`src/rtl/cpu_param.sv`:
```
// cpu_param: three-register CPU (X, Y, Z) with a small ALU and on-chip program memory.
// Executes one instruction per cycle; the program is loaded only while idle.
module cpu_param #(
  parameter int unsigned WIDTH = 4,
  parameter int unsigned DEPTH = 16,
  localparam int unsigned PC_W = (DEPTH > 1) ? $clog2(DEPTH) : 1,
  localparam int unsigned IW   = 14 + WIDTH
) (
  input  logic             clock,
  input  logic             reset_n,
  input  logic             run,
  input  logic             prog_we,
  input  logic [PC_W-1:0]  prog_addr,
  input  logic [IW-1:0]    prog_data,
  output logic [WIDTH-1:0] outX,
  output logic [WIDTH-1:0] outY,
  output logic [WIDTH-1:0] outZ,
  output logic [WIDTH-1:0] outULA,
  output logic [PC_W-1:0]  pc,
  output logic             halted,
  output logic             zero,
  output logic             carry
);

  if (WIDTH < PC_W) begin : g_width_check
    $error("cpu_param: WIDTH must be >= PC_W so imm can address program memory");
  end

  typedef enum logic [1:0] {StIdle, StRun, StHalt} state_e;

  localparam logic [WIDTH-1:0] OneW  = WIDTH'(1);
  localparam logic [PC_W-1:0]  OnePc = PC_W'(1);
  localparam logic [PC_W-1:0]  LastPc = PC_W'(DEPTH - 1);

  logic [IW-1:0]    r_mem [DEPTH];
  state_e           r_state, w_state_nxt;
  logic [PC_W-1:0]  r_pc, w_pc_nxt, w_pc_inc, w_jmp;
  logic [WIDTH-1:0] r_x, r_y, r_z, w_x_nxt, w_y_nxt, w_z_nxt;
  logic             r_zero, r_carry, w_zero_nxt, w_carry_nxt;

  logic [IW-1:0]    w_instr;
  logic [WIDTH-1:0] w_imm, w_ula;
  logic [1:0]       w_op;
  logic [2:0]       w_tx, w_ty, w_tz, w_tula;
  logic             w_ula_c;

  assign w_instr = r_mem[r_pc];
  assign w_imm   = w_instr[13+WIDTH:14];
  assign w_op    = w_instr[13:12];
  assign w_tx    = w_instr[11:9];
  assign w_ty    = w_instr[8:6];
  assign w_tz    = w_instr[5:3];
  assign w_tula  = w_instr[2:0];
  assign w_jmp   = w_imm[PC_W-1:0];
  assign w_pc_inc = (r_pc == LastPc) ? '0 : r_pc + OnePc;

  // Memory is deliberately outside the reset domain: reset must not disturb the program.
  always_ff @(posedge clock) begin
    if (prog_we && (r_state == StIdle)) begin
      r_mem[prog_addr] <= prog_data;
    end
  end

  always_comb begin
    w_ula   = '0;
    w_ula_c = 1'b0;
    unique case (w_tula)
      3'b000: {w_ula_c, w_ula} = {1'b0, r_x} + {1'b0, r_y};
      3'b001: begin
        w_ula   = r_x - r_y;
        w_ula_c = (r_x < r_y);
      end
      3'b010: w_ula = r_x & r_y;
      3'b011: w_ula = r_x | r_y;
      3'b100: w_ula = r_x ^ r_y;
      3'b101: w_ula = ~r_x;
      3'b110: w_ula = r_x;
      3'b111: w_ula = r_y;
    endcase
  end

  function automatic logic [WIDTH-1:0] f_reg(input logic [2:0]       code,
                                             input logic [WIDTH-1:0] cur,
                                             input logic [WIDTH-1:0] ld,
                                             input logic [WIDTH-1:0] ula);
    logic [WIDTH-1:0] res;
    unique case (code)
      3'b000: res = cur;
      3'b001: res = ld;
      3'b010: res = '0;
      3'b011: res = cur << 1;
      3'b100: res = cur >> 1;
      3'b101: res = cur + OneW;
      3'b110: res = cur - OneW;
      3'b111: res = ula;
    endcase
    return res;
  endfunction

  always_comb begin
    w_state_nxt = r_state;
    w_pc_nxt    = r_pc;
    w_x_nxt     = r_x;
    w_y_nxt     = r_y;
    w_z_nxt     = r_z;
    w_zero_nxt  = r_zero;
    w_carry_nxt = r_carry;
    unique case (r_state)
      StIdle: begin
        w_pc_nxt = '0;
        if (run) w_state_nxt = StRun;
      end
      StRun: begin
        unique case (w_op)
          2'b00: begin
            // All sources are pre-edge values, so Z takes the old Y.
            w_x_nxt     = f_reg(w_tx, r_x, w_imm, w_ula);
            w_y_nxt     = f_reg(w_ty, r_y, w_ula, w_ula);
            w_z_nxt     = f_reg(w_tz, r_z, r_y, w_ula);
            w_zero_nxt  = (w_ula == '0);
            w_carry_nxt = w_ula_c;
            w_pc_nxt    = w_pc_inc;
          end
          2'b01: w_pc_nxt = r_zero ? w_jmp : w_pc_inc;
          2'b10: w_pc_nxt = w_jmp;
          2'b11: w_state_nxt = StHalt;
        endcase
      end
      StHalt: begin
        if (run) begin
          w_state_nxt = StRun;
          w_pc_nxt    = '0;
        end
      end
      default: w_state_nxt = StIdle;
    endcase
  end

  always_ff @(posedge clock) begin
    if (!reset_n) begin
      r_state <= StIdle;
      r_pc    <= '0;
      r_x     <= '0;
      r_y     <= '0;
      r_z     <= '0;
      r_zero  <= 1'b0;
      r_carry <= 1'b0;
    end else begin
      r_state <= w_state_nxt;
      r_pc    <= w_pc_nxt;
      r_x     <= w_x_nxt;
      r_y     <= w_y_nxt;
      r_z     <= w_z_nxt;
      r_zero  <= w_zero_nxt;
      r_carry <= w_carry_nxt;
    end
  end

  assign outX   = r_x;
  assign outY   = r_y;
  assign outZ   = r_z;
  assign outULA = w_ula;
  assign pc     = r_pc;
  assign halted = (r_state == StHalt);
  assign zero   = r_zero;
  assign carry  = r_carry;

endmodule

```
`config.mk`:
```
export PLATFORM = sky130hd
export DESIGN_NAME = cpu_param
export DESIGN_NICKNAME = d
export VERILOG_FILES = /design/src/rtl/cpu_param.sv
export SDC_FILE = /design/constraint.sdc
export NUM_CORES = 1
export LEC_CHECK = 0
export ABC_CLOCK_PERIOD_IN_PS = 8020
export BUFFER_PORTS_ARGS = -buffer_cell sky130_fd_sc_hd__clkbuf_2
export CORE_UTILIZATION = 65
export CTS_BUF_LIST = sky130_fd_sc_hd__clkbuf_4
export DETAILED_ROUTE_END_ITERATION = 12
export PLACE_DENSITY = 0.93
export SLEW_MARGIN = 10
export SYNTH_ARGS = -nofsm -noshare
export SYNTH_HDL_FRONTEND = slang
export SYNTH_SLANG_ARGS = --single-unit
export TNS_END_PERCENT = 100
```
`constraint.sdc`:
```
create_clock -name clock -period 8.02 [get_ports clock]
set_input_delay 1.604 -clock clock [delete_from_list [all_inputs] [get_ports clock]]
set_output_delay 1.604 -clock clock [all_outputs]
set_load 0.01 [all_outputs]
```
* Word level (Yosys, flattened, before mapping)
Memory sizes are Yosys's and may differ from the RTL's. A register that Yosys moved wholly into a read port is not among the register bits.
Index checks and enable logic that the tools add are counted.
** Storage, ports and cells
- Memories kept :: 1
- Output and inout bits :: 23
- Bits in writable memories :: 288
- Register bits after elaboration :: 20
- Input port bits :: 26
** Memory list
- r_mem :: depth 16, bits a word 18, rd ports 1, clocked after memory_dff 1, write ports 1, line 35 : logic [IW-1:0] r_mem [DEPTH];
** Operators by class
- $lt $le $gt $ge :: 1
- Reduce and logical (&&, ||, !) cells :: 17
- Bitwise logic cells :: 7
- $add $sub $neg :: 9
- Eq/ne operators :: 38
- Multiplexer cells :: 17
** Operators with widths (count)
- $pmux 4 s7 :: 2
- $eq 3x3->1 const B :: 16
- $pmux 4 s8 :: 1
- $eq 3x2->1 const B :: 8
- $pmux 4 s3 :: 2
- $pmux 4 s6 :: 1
- $mux 4 :: 5
- $add 4x1->4 const B :: 4
- $eq 3x1->1 const B :: 4
- $logic_not 3->1 :: 4
- $reduce_and 3->1 :: 4
- $sub 4x1->4 const B :: 3
- $eq 2x2->1 const B :: 3
- $add 4x4->5 :: 1
- $and 4x4->4 :: 1
- $eq 2x1->1 const B :: 2
- $eq 4x4->1 const B :: 1
- $logic_not 2->1 :: 2
- $logic_not 4->1 :: 1
- $lt 4x4->1 :: 1
- $mux 2 :: 2
- $ne 2x1->1 const B :: 2
- $ne 4x2->1 const B :: 1
- $not 4->4 :: 1
- 12 further kinds :: 17

* Longest topological paths before layout
- Word-level depth :: 7
- Gate-level depth with buffers :: 17

* Worst setup path after synthesis
OpenSTA, ideal clock, no wires.
- Kind :: register to output
- Start point :: register with a tool-made name
- End point :: output outULA[3]
- Data required time :: 6.416 ns
- Buffers on the path :: 2
- Slack :: 4.165 ns
- Data arrival time :: 2.251 ns
- Cell stages (with the launch flop) :: 9
- Cells stage by stage :: dfxtp_1 buf_6 mux4_2 mux4_2 buf_4 mux2i_1 xor2_1 a32oi_1 o211ai_1
** RTL lines
- end: declaration :: line 18 : output logic [WIDTH-1:0] outULA,

==> flow_summary.toml <==
[finish]
fin_area_sq_um = 15100
fill_cells = 1159
num-nets-final = 932
final_cells = 1208
area_growth_pct = 11.7
layout-drive-gt1-share_pct = 33.0

[placement]
place_congestion = 0.894
placed_cell_area_sq_um = 14100
dpl.hpwl_microns = 18700
dp_cells = 1069
io_buffers = 48

[synthesis]
netlist_top_cells_area = "edfxtp_1 64%, mux4_2 13%, dfxtp_1 3.6%"
yosysWarnings = 0
yosysMostFrequentCell = "edfxtp_1"
synthesis.nets = 818
synth-main-ff-cell = "edfxtp_1"
avgSynthCellArea_sq_um = 17.7
ys_ff_latch = 312
syn_inst = 764
post-synth-top-area-cell = "edfxtp_1"
seq_area_frac_synth_pct = 67.5
synth-edff-count = 288
yosysTopAreaCellShare_pct = 63.9
synth-async-reset-ratio_pct = 0
ys_types = 64
netlist_area_sq_um = 13500
yosys-top-cells-count = "288 x edfxtp_1, 79 x mux4_2, 39 x nor2_1, 34 x nand2_1, 27 x mux2i_1"

[clocking]
cts_hold_buf = 0
insertion_delay_ns = 0.68
h-tree-depth = 3
clock_sinks = 312
root_buffer = "clkbuf_4"
cts_buffers = 77
cts_resized = 0
cts_tree = "built"
path_clk_slew_ns = 0.09
clockBufferDepth = 3
postCtsSetupBuffers = 0

[timing]
slew_violations = 0
fin_crit_sh_pct = 68.3
fin_crit_ns = 5.47
finalSetupViolCount = 0
hold_violations = 0
clock_skew_ns = 0.0575
setup_total_negative_slack_ns = 0
slew_headroom_pct = 41.6
worstMarginPinSlew_ns = 0.875
rsz0062_at_grt = "no"
fmax_mhz = 183

[routing]
wl_microns = 31600
drtAntennaViolNets = 0
vias_per_cell = 6.59
routed-via-count = 7956
wire_per_inst_microns = 26.1
drt-initial-drc-count = 755
drc_errors = 0
drt_first_pass_iters = 5

[grt]
grt_pass1_wl_microns = 47500
overflow = 0
grt_pass1_vias = 8109
grt_usage_pct = 30.8
antenna_found_initial = 2
grt_max_degree = 45

[floorplan]
num_rows = 52
die_y_microns = 146
start_util_pct = 66.7
core_sq_um = 20300
pin_count = 49
die-area_sq_um = 21400
die_w_microns = 146

[worst_setup_path]
cp_max_fo = 44
slowest_stage = "dfxtp_4"
crit_top_cell = "mux2i_1"
start_kind = "flop"
arrival_ns = 3.87
r2r_setup_slack_ns = 3.16
critPathMaxStageDelay_ns = 0.91
required_ns = 6.42
endpoint_kind = "primary output"
cp_top_family = "multiplexers"
crit_buf_inv = 1
crit_type = "flop to primary output"
path_cells = "mux4_2, mux2i_1, mux2_2, mux2i_1, mux2i_1, mux2i_1, clkbuf_2"

[power]
ir_drop_mv = 0.178
clkPwrFrac_pct = 41.0
comb_power_share_pct = 4.1
pwr-share-seq_pct = 54.9
power_switching_uw = 736
power_density_nw_per_um2 = 218
leakagePower_nw = 5.07
p_int_mw = 2.55
swShare_pct = 22.4

[job]
drv_cap = 0

[outcome]
status = "complete, no violations"

[min_path]
min_path_type = "flop to flop"
path summary, 6_finish.rpt:
check	startpoint	endpoint	cells past startpoint
max	flop	outULA[0]	7
min	carry	carry	2
max reg2reg	flop	outZ[3]	12
min reg2reg	carry	carry	2
final cells by class:
| type | count | area [sq um] | share of cell area (%) |
|---|---|---|---|
| flip-flops and latches | 312 | 9140 | 60.4 |
| multi-input cells | 394 | 4150 | 27.4 |
| clock buffers | 111 | 833 | 5.51 |
| repair buffers | 68 | 390 | 2.58 |
| well taps | 270 | 338 | 2.23 |
| clock inverters | 27 | 183 | 1.21 |
| inverters | 25 | 93.8 | 0.621 |
| diodes | 1 | 2.50 | 0.0165 |
power groups by stage:
stage / combinational, mW / clock [mW] / sequential [mW]
6_report: 0.136 / 1.35 / 1.81
5_1_grt: 0.146 / 1.45 / 1.81
4_1_cts: 0.135 / 1.37 / 1.81
3_5_place_dp: 0.134 / 0 / 1.84
3_3_place_gp: 0.126 / 0 / 1.84
2_1_floorplan: 0.0856 / 0 / 1.84
logic make-up after synthesis:
family	count (synthesis)	share of synthesized area [%]
flops	312	67.5
simple gates	124	4.33
mux	120	16.5
compound gates	111	5.87
buf+inv	58	2.27
fa+ha+maj	28	2.87
xor+xnor	11	0.712
metal layers:
layer	vias to the layer above	global-route usage [%]	wire length (microns)
met3	108	6.66	3140
met2	552	50.4	16000
li1	3369	-	-
met1	3925	39.1	11200
met5	-	0	13
met4	2	16.1	1270
worst register-to-register path: cells and delay by family (launching register included):
family / cells / cell delay, ns
buf+inv: 1 / 0.68
mux: 2 / 0.88
flops: 1 / 0.91
fa+ha+maj: 1 / 0.25
compound gates: 6 / 1.55
simple gates: 1 / 0.29
xor+xnor: 1 / 0.20
placed cells by master (no fill, tap or decap), types with 9 or more instances in the layout:
| cell type | count |
|---|---|
| nor2_1 | 27 |
| a21oi_1 | 14 |
| mux2_2 | 10 |
| o21ai_1 | 13 |
| edfxtp_1 | 288 |
| dfxtp_1 | 21 |
| and2_1 | 10 |
| inv_1 | 25 |
| a221oi_1 | 11 |
| nand2_1 | 34 |
| clkbuf_2 | 48 |
| mux4_2 | 79 |
| ha_1 | 23 |
| o21ai_0 | 12 |
| clkbuf_4 | 111 |
| a21o_1 | 9 |
| mux2i_1 | 27 |
| nor2_2 | 13 |
| buf_4 | 20 |
| clkinv_1 | 13 |
flip-flops by register name, summed over array words and instances, names as in the netlist, named ones only:
register  count
outZ          4
outX          4
pc            4
carry         1
zero          1
r_mem       288
r_state       2
outY          4
stage by stage:
step / power (mW) / hold WS (ns) / util (%) / worst slack [ns]
final: 3.29 / 0.463 / 74.5 / 2.55
after floorplan: 1.92 / 0.485 / - / 4.16
after global placement: 1.97 / 0.450 / 69.5 / 3.27
after CTS: 3.31 / 0.470 / 74.5 / 2.54
after detailed placement: 1.98 / 0.459 / 69.5 / 3.13
after global routing: 3.40 / 0.505 / 74.5 / 2.31
No activity file was read; power rests on OpenSTA's default activity.
